--- src/rtl/bram_arbiter.sv ---
// Two-requester arbiter in front of a single registered-read BRAM.
// Grants at most one operation per cycle (round-robin or A-priority), supports
// a lock so one requester can hold the BRAM across a read-modify-write, and
// keeps a one-entry hold register per requester so read data survives
// response backpressure.
module bram_arbiter #(
    parameter int unsigned ADDR_WIDTH     = 11,
    parameter int unsigned DATA_WIDTH     = 32,
    parameter bit          FIXED_PRIORITY = 1'b0
) (
    input  logic                  clock,
    input  logic                  rst_n,

    input  logic                  a_valid,
    output logic                  a_ready,
    input  logic                  a_write,
    input  logic                  a_lock,
    input  logic [ADDR_WIDTH-1:0] a_addr,
    input  logic [DATA_WIDTH-1:0] a_wdata,
    output logic                  a_rsp_valid,
    input  logic                  a_rsp_ready,
    output logic [DATA_WIDTH-1:0] a_rsp_data,

    input  logic                  b_valid,
    output logic                  b_ready,
    input  logic                  b_write,
    input  logic                  b_lock,
    input  logic [ADDR_WIDTH-1:0] b_addr,
    input  logic [DATA_WIDTH-1:0] b_wdata,
    output logic                  b_rsp_valid,
    input  logic                  b_rsp_ready,
    output logic [DATA_WIDTH-1:0] b_rsp_data,

    output logic [ADDR_WIDTH-1:0] raddr,
    output logic [ADDR_WIDTH-1:0] waddr,
    output logic [DATA_WIDTH-1:0] wdata,
    output logic                  wren,
    input  logic [DATA_WIDTH-1:0] out
);

    typedef enum logic [1:0] {
        UNLOCKED = 2'd0,
        LOCK_A   = 2'd1,
        LOCK_B   = 2'd2
    } lock_e;

    lock_e                 lock_q, lock_d;
    logic                  lastB_q, lastB_d;

    // A read issued last cycle means BRAM 'out' belongs to that requester now.
    logic                  aPend_q, aPend_d;
    logic                  bPend_q, bPend_d;
    logic                  aHoldValid_q, aHoldValid_d;
    logic                  bHoldValid_q, bHoldValid_d;
    logic [DATA_WIDTH-1:0] aHoldData_q, aHoldData_d;
    logic [DATA_WIDTH-1:0] bHoldData_q, bHoldData_d;

    logic [ADDR_WIDTH-1:0] raddr_q, raddr_d;
    logic [ADDR_WIDTH-1:0] waddr_q, waddr_d;
    logic [DATA_WIDTH-1:0] wdata_q, wdata_d;

    logic                  aElig, bElig;
    logic                  grantA, grantB;
    logic                  selWrite;
    logic [ADDR_WIDTH-1:0] selAddr;
    logic [DATA_WIDTH-1:0] selWdata;
    logic                  readIssue, writeIssue;

    // Response side: a live read result takes the port directly, otherwise the hold register.
    always_comb begin
        a_rsp_valid = aPend_q | aHoldValid_q;
        b_rsp_valid = bPend_q | bHoldValid_q;
        a_rsp_data  = '0;
        b_rsp_data  = '0;
        if (aHoldValid_q) begin
            a_rsp_data = aHoldData_q;
        end else if (aPend_q) begin
            a_rsp_data = out;
        end
        if (bHoldValid_q) begin
            b_rsp_data = bHoldData_q;
        end else if (bPend_q) begin
            b_rsp_data = out;
        end
    end

    // Eligibility, grant selection and lock/last-grant next state.
    always_comb begin
        aElig   = a_valid & (a_write | ~a_rsp_valid | a_rsp_ready);
        bElig   = b_valid & (b_write | ~b_rsp_valid | b_rsp_ready);
        grantA  = 1'b0;
        grantB  = 1'b0;
        lock_d  = lock_q;
        lastB_d = lastB_q;
        case (lock_q)
            LOCK_A:  grantA = aElig;
            LOCK_B:  grantB = bElig;
            default: begin
                if (aElig && bElig) begin
                    if (FIXED_PRIORITY || lastB_q) begin
                        grantA = 1'b1;
                    end else begin
                        grantB = 1'b1;
                    end
                end else begin
                    grantA = aElig;
                    grantB = bElig;
                end
            end
        endcase
        if (grantA) begin
            lock_d  = a_lock ? LOCK_A : UNLOCKED;
            lastB_d = 1'b0;
        end else if (grantB) begin
            lock_d  = b_lock ? LOCK_B : UNLOCKED;
            lastB_d = 1'b1;
        end
        a_ready = grantA;
        b_ready = grantB;
    end

    // BRAM command: the granted op drives the bus this cycle, idle cycles hold the last address/data.
    always_comb begin
        selWrite   = grantB ? b_write : a_write;
        selAddr    = grantB ? b_addr  : a_addr;
        selWdata   = grantB ? b_wdata : a_wdata;
        readIssue  = (grantA | grantB) & ~selWrite;
        writeIssue = (grantA | grantB) & selWrite;
        raddr_d    = readIssue  ? selAddr  : raddr_q;
        waddr_d    = writeIssue ? selAddr  : waddr_q;
        wdata_d    = writeIssue ? selWdata : wdata_q;
        raddr      = raddr_d;
        waddr      = waddr_d;
        wdata      = wdata_d;
        wren       = writeIssue;
    end

    // Read tracking: capture BRAM output into the hold register when the requester stalls.
    always_comb begin
        aPend_d      = grantA & ~a_write;
        bPend_d      = grantB & ~b_write;
        aHoldValid_d = aHoldValid_q;
        aHoldData_d  = aHoldData_q;
        bHoldValid_d = bHoldValid_q;
        bHoldData_d  = bHoldData_q;
        if (aHoldValid_q && a_rsp_ready) begin
            aHoldValid_d = 1'b0;
        end
        if (aPend_q && !a_rsp_ready) begin
            aHoldValid_d = 1'b1;
            aHoldData_d  = out;
        end
        if (bHoldValid_q && b_rsp_ready) begin
            bHoldValid_d = 1'b0;
        end
        if (bPend_q && !b_rsp_ready) begin
            bHoldValid_d = 1'b1;
            bHoldData_d  = out;
        end
    end

    // State registers; reset drops any in-flight read and clears lock and hold state at once.
    always_ff @(posedge clock or negedge rst_n) begin
        if (!rst_n) begin
            lock_q       <= UNLOCKED;
            lastB_q      <= 1'b1;
            aPend_q      <= 1'b0;
            bPend_q      <= 1'b0;
            aHoldValid_q <= 1'b0;
            bHoldValid_q <= 1'b0;
            aHoldData_q  <= '0;
            bHoldData_q  <= '0;
            raddr_q      <= '0;
            waddr_q      <= '0;
            wdata_q      <= '0;
        end else begin
            lock_q       <= lock_d;
            lastB_q      <= lastB_d;
            aPend_q      <= aPend_d;
            bPend_q      <= bPend_d;
            aHoldValid_q <= aHoldValid_d;
            bHoldValid_q <= bHoldValid_d;
            aHoldData_q  <= aHoldData_d;
            bHoldData_q  <= bHoldData_d;
            raddr_q      <= raddr_d;
            waddr_q      <= waddr_d;
            wdata_q      <= wdata_d;
        end
    end

endmodule

--- config.mk ---
export PLATFORM = sky130hd
export DESIGN_NAME = bram_arbiter
export DESIGN_NICKNAME = d
export VERILOG_FILES = /design/src/rtl/bram_arbiter.sv
export SDC_FILE = /design/constraint.sdc
export NUM_CORES = 1
export LEC_CHECK = 0
export ABC_AREA = 1
export ABC_CLOCK_PERIOD_IN_PS = 5490
export CAP_MARGIN = 20
export CELL_PAD_IN_SITES_DETAIL_PLACEMENT = 1
export CELL_PAD_IN_SITES_GLOBAL_PLACEMENT = 1
export CORE_ASPECT_RATIO = 1.1
export CORE_MARGIN = 2
export CORE_UTILIZATION = 47
export DETAILED_ROUTE_END_ITERATION = 12
export DONT_BUFFER_PORTS = 1
export PLACE_DENSITY = 0.82
export SYNTH_ARGS = -nofsm -noshare
export SYNTH_HDL_FRONTEND = slang
export SYNTH_SLANG_ARGS = --single-unit
--- constraint.sdc ---
create_clock -name clock -period 5.49 [get_ports clock]
set_clock_uncertainty 0.2 [all_clocks]
set_input_delay 1.098 -clock clock [delete_from_list [all_inputs] [get_ports clock]]
set_output_delay 1.098 -clock clock [all_outputs]
set_load 0.02 [all_outputs]
---- Word-level counts from Yosys, hierarchy flattened ----
Cells that the tools add are included.
word-level totals
  bits of input ports ..................... 128
  memories ................................ 0
  latch bits .............................. 0
  bits in read-only memories .............. 0
  bits in registers ....................... 125
  logic and storage cells ................. 67
  output and inout bits ................... 123
  memory bits (writable) .................. 0
cells by class
  equal/unequal tests ..................... 2
  shift-type cells ........................ 0
  bitwise logic cells ..................... 18
  muxes and demuxes ....................... 26
  $mul .................................... 0
  $lt $le $gt $ge ......................... 0
  divide/modulo/power cells ............... 0
  reduce and logical (&&, ||, !) cells .... 10
  add/sub/neg operators ................... 0
operators with widths
  kind                                           count
  2-to-1 mux 32 bit                              6
  2-to-1 mux 11 bit                              3
  2-to-1 mux 1 bit                               12
  bitwise OR 1 bit                               7
  bitwise AND 1 bit                              6
  2-to-1 mux 2 bit                               3
  nonzero test 2 bit                             3
  logical AND 1 bit                              5
  NOT 1 bit                                      5
  case mux 1 bit (2 select lines)                2
  == test 2 x 1 -> 1 bit, second input constant  1
  == test 2 bit, second input constant           1
  logical NOT 1 bit                              2

---- Logic depth before layout (Yosys ltp) ----
  depth after elaboration ................. 12
  depth in mapped cells ................... 13
  mapped depth without buffers ............ 11

---- Worst setup path after synthesis ----
No wires, ideal clock.
  kind .................................... input to output
  start point ............................. input a_write
  end point ............................... output wdata[22]
  arrival time ............................ 2.198 ns
  stages on the path ...................... 10
  path buffers ............................ 1
  required time ........................... 4.192 ns
  path slack .............................. 1.994 ns
  cells stage by stage .................... nor2_1 nand2_1 nand3b_2 nand2_4 nand2_4 inv_2 nor2_8 buf_6 nand2_1 nand2_1
between the ends
  cells in the longest elaborated chain, start to end .. 9
  elaborated cells between the ends (all ways) .. 13
  those cells by class .................... 7 x mux; 5 x bitwise; 1 x reduce/logical
RTL lines
  what                                                  RTL line  RTL
  start, declared                                       16        input logic a_write,
  bitwise OR 1 bit (2 in series)                        89        aElig = a_valid & (a_write | ~a_rsp_valid | a_rsp_ready);
  bitwise AND 1 bit                                     89
  logical AND 1 bit                                     99        if (aElig && bElig) begin
  2-to-1 mux 1 bit                                      99
  case mux 1 bit (2 select lines)                       95        case (lock_q)
  bitwise OR 1 bit or 2-to-1 mux 1 bit (tied branches)  128, 124
  bitwise AND 1 bit (*)                                 128       writeIssue = (grantA | grantB) & selWrite;
  net wren                                              37        output logic wren,
  2-to-1 mux 32 bit (*)                                 131       wdata_d = writeIssue ? selWdata : wdata_q;
  end, declared                                         36        output logic [DATA_WIDTH-1:0] wdata,
Mark *: on every way through the listed nets, which the timed path passes. The rest lies on a longest branch.

---- Worst setup path after layout ----
  start point ............................. register lock_q[0]
  end point ............................... output wdata[11]
between the ends
  cells in the longest elaborated chain, start to end .. 5
  elaborated cells between the ends (all ways) .. 9
  those cells by class .................... 2 x eq/ne; 5 x mux; 2 x bitwise
RTL lines
  what                                                     RTL line  RTL
  start, declared                                          47        lock_e lock_q, lock_d;
  start signal, assigned                                   177       lock_q <= lock_d;
  == test 2 bit or == test 2 x 1 -> 1 bit (tied branches)  95
  case mux 1 bit (2 select lines)                          95
  bitwise OR 1 bit or 2-to-1 mux 1 bit (tied branches)     128, 124
  bitwise AND 1 bit                                        128
  2-to-1 mux 32 bit (*)                                    131
Every way passes the cells marked *; elsewhere a longest branch is shown, timed or not.

==> results.py <==
metrics = {
    "run_status": {
        "status": "complete, no violations",
    },
    "placed_design": {
        "dp.cells": 916,
        "dpl.hpwl_um": 12140,
        "placed_area_um2": 6012,
        "io_buffers": 0,
        "gp_congestion": 0.8577,
    },
    "floorplanning": {
        "fp.dieW_um": 112.0,
        "core_um2": 12590,
        "row_count": 43,
        "die-area_um2": 13750,
        "start_util_pct": 47.87,
        "num_io_pins": 251,
        "die_h_um": 122.8,
    },
    "clock_tree": {
        "clk_latency_ns": 0.41,
        "htreeDepth": 4,
        "clk_path_buf_depth": 2,
        "clock_sinks": 125,
        "cts_tree": "yes",
        "cts_root_buffer": "clkbuf_16",
        "cts.clk_slew.worst_paths_ns": 0.05,
        "post_cts_resized": 0,
        "cts_inserted_buffers": 17,
        "postCtsSetupBuffers": 0,
        "cts_hold_buf": 0,
    },
    "logic_synthesis": {
        "synth_warnings": 0,
        "synth_most_common_cell": "nand2_1",
        "synth.area.top_cells": "dfrtp_1 51%, nand2_1 25%, o21ai_0 11%",
        "ys_seq_area_share_pct": 51.92,
        "syn-num-nets": 934,
        "synth_edf_count": 0,
        "synth_area_um2": 6027,
        "ys_top_cells_by_count": "405 x nand2_1, 130 x o21ai_0, 124 x dfrtp_1",
        "ys_types": 23,
        "synth_seq_cells": 125,
        "ys_dominant_reg_cell": "dfrtp_1",
        "syn_avg_cell_area_um2": 7.496,
        "synth_top_area_share_pct": 51.48,
        "yosysTopAreaCell": "dfrtp_1",
        "synth-async-reset-ratio_pct": 100.0,
        "syn_inst": 804,
    },
    "grt": {
        "grt_use_met1_pct": 29.54,
        "met3_usage_pct": 7.704,
        "grt_pass1_vias": 5644,
        "grt_usage_pct": 26.47,
        "grt_max_degree": 126,
        "overflow": 0,
        "grt_pass1_wl_um": 28480,
        "busiest_layer": "met2",
        "antenna_found_initial": 1,
        "use_met2_pct": 46.14,
    },
    "timing": {
        "whs_ns": 0.1775,
        "rsz0062_at_grt": "no",
        "max_slew.worst_pin.slew_ns": 1.070,
        "tns_ns": 0,
        "finalHoldViolCount": 0,
        "relSlewSlack_pct": 28.52,
        "maxSlewViolCount": 0,
        "min_period_ns": 5.045,
        "min_period_over_period_pct": 91.90,
        "max_freq_ghz": 0.1982,
        "setup_viol": 0,
    },
    "power_and_ir_drop": {
        "ir_drop_v": 0.0003588,
        "leakagePower_nw": 3.499,
        "p_per_area_nw_per_um2": 725.0,
    },
    "run": {
        "maxCapViolCount": 0,
    },
    "worst_setup_path": {
        "critPathKind": "reg2out",
        "critPathLaunch": "lock_q[0]",
        "r2r_start": "lock_q[0]",
        "crit_fanout": 46,
        "endpoint_kind": "output port",
        "cp.required_ns": 4.19,
        "worst_setup_path_start_kind": "register",
        "cp.arrival_ns": 3.75,
    },
    "layout": {
        "layoutNonFillerInstCount": 952,
        "syn2layout_area_growth_pct": 10.86,
        "nets": 911,
        "final_area_um2": 6681,
        "drive_gt1_share_pct": 6.675,
    },
    "detailed_routing": {
        "post_drt_wl_per_cell_um": 19.34,
        "drtAntennaViolNets": 0,
        "finalWirelength_um": 18410,
        "via_per_inst": 5.633,
        "drc": 0,
        "vias": 5363,
        "drtIter0Drc": 282,
        "dr.pass1.iters": 5,
    },
    "hold_path": {
        "hold_class": "in2async",
    },
}
==> layer usage <==
layer,up-vias,routed length (um)
li1,2466,-
met1,2633,7070
met2,219,9388
met3,45,1243
met4,0,710
met5,-,0
==> power breakdown <==
part           total (mW)  internal, mW  switching, mW
registers            1.54          1.36          0.184
logic                2.17         0.429           1.74
clock network        1.13         0.738          0.391
==> path summary, 6_finish.rpt <==
kind | cells past startpoint | end | slack [ns]
setup / recovery | 10 | wdata[11] | 0.44
hold / removal | 0 | aHoldData_q[25] | 0.18
setup reg to reg | 10 | wdata_q[28] | 1.78
hold reg to reg | 2 | aHoldData_q[13] | 0.28
max in group asynchronous | 0 | lastB_q | 4.69
min in group clock | 2 | aHoldData_q[13] | 0.28
==> layout by cell type (no fill, tap or decap), drive strengths merged <==
| master | n |
|---|---|
| o21ai | 130 |
| clkinv | 5 |
| inv | 44 |
| ha | 2 |
| o21a | 1 |
| nor2 | 9 |
| a21oi | 2 |
| nand2 | 413 |
| or2 | 2 |
| clkbuf | 26 |
| buf | 6 |
| bufinv | 2 |
| nand3 | 26 |
| diode | 1 |
| dfrtp | 124 |
| nand3b | 1 |
| dfstp | 1 |
==> sequential cells by signal, summed over array words and instances (netlist names) <==
signal	count
aHoldValid_q	1
waddr_q	11
wdata_q	32
bHoldData_q	32
lastB_q	1
aHoldData_q	32
lock_q	2
raddr_q	11
bHoldValid_q	1
aPend_q	1
bPend_q	1
==> final cells by class <==
cell class | instances | area, um^2
antenna | 1 | 2.502
sequential | 125 | 3129
clock inverter | 6 | 80.08
clock buffer | 26 | 519.2
multi-input combinational | 586 | 2495
fill | 1581 | 5908
inverter | 45 | 168.9
timing repair buffer | 6 | 90.09
tap | 157 | 196.4
==> critical path, stage by stage (launching register included) <==
cell,delay [ns]
dfrtp_1,0.35
inv_1,0.06
ha_1,0.34
nand2_1,0.07
nand3b_2,0.38
nand2_4,0.50
clkinv_1,0.95
nand2_1,0.27
nand2_1,0.12
nand2_1,0.08
nand2_1,0.17
==> kinds of logic after synthesis <==
logic type | synth area share [%]
and+or+nand+nor | 29.89
AOI/OAI and AO/OA | 11.09
DFF | 51.92
buffers and inverters | 6.685
adders and majority gates | 0.4151
==> through the flow <==
step                util [%]  power (mW)  setup slack [ns]
floorplan                  -       3.286             1.994
global placement       47.75       3.585            0.7097
detailed placement     47.75       3.703            0.5459
CTS                    52.51       4.854            0.4050
global route           53.07       5.169           0.09676
finish                 53.07       4.844            0.4445
No activity file was read; power rests on OpenSTA's default activity.
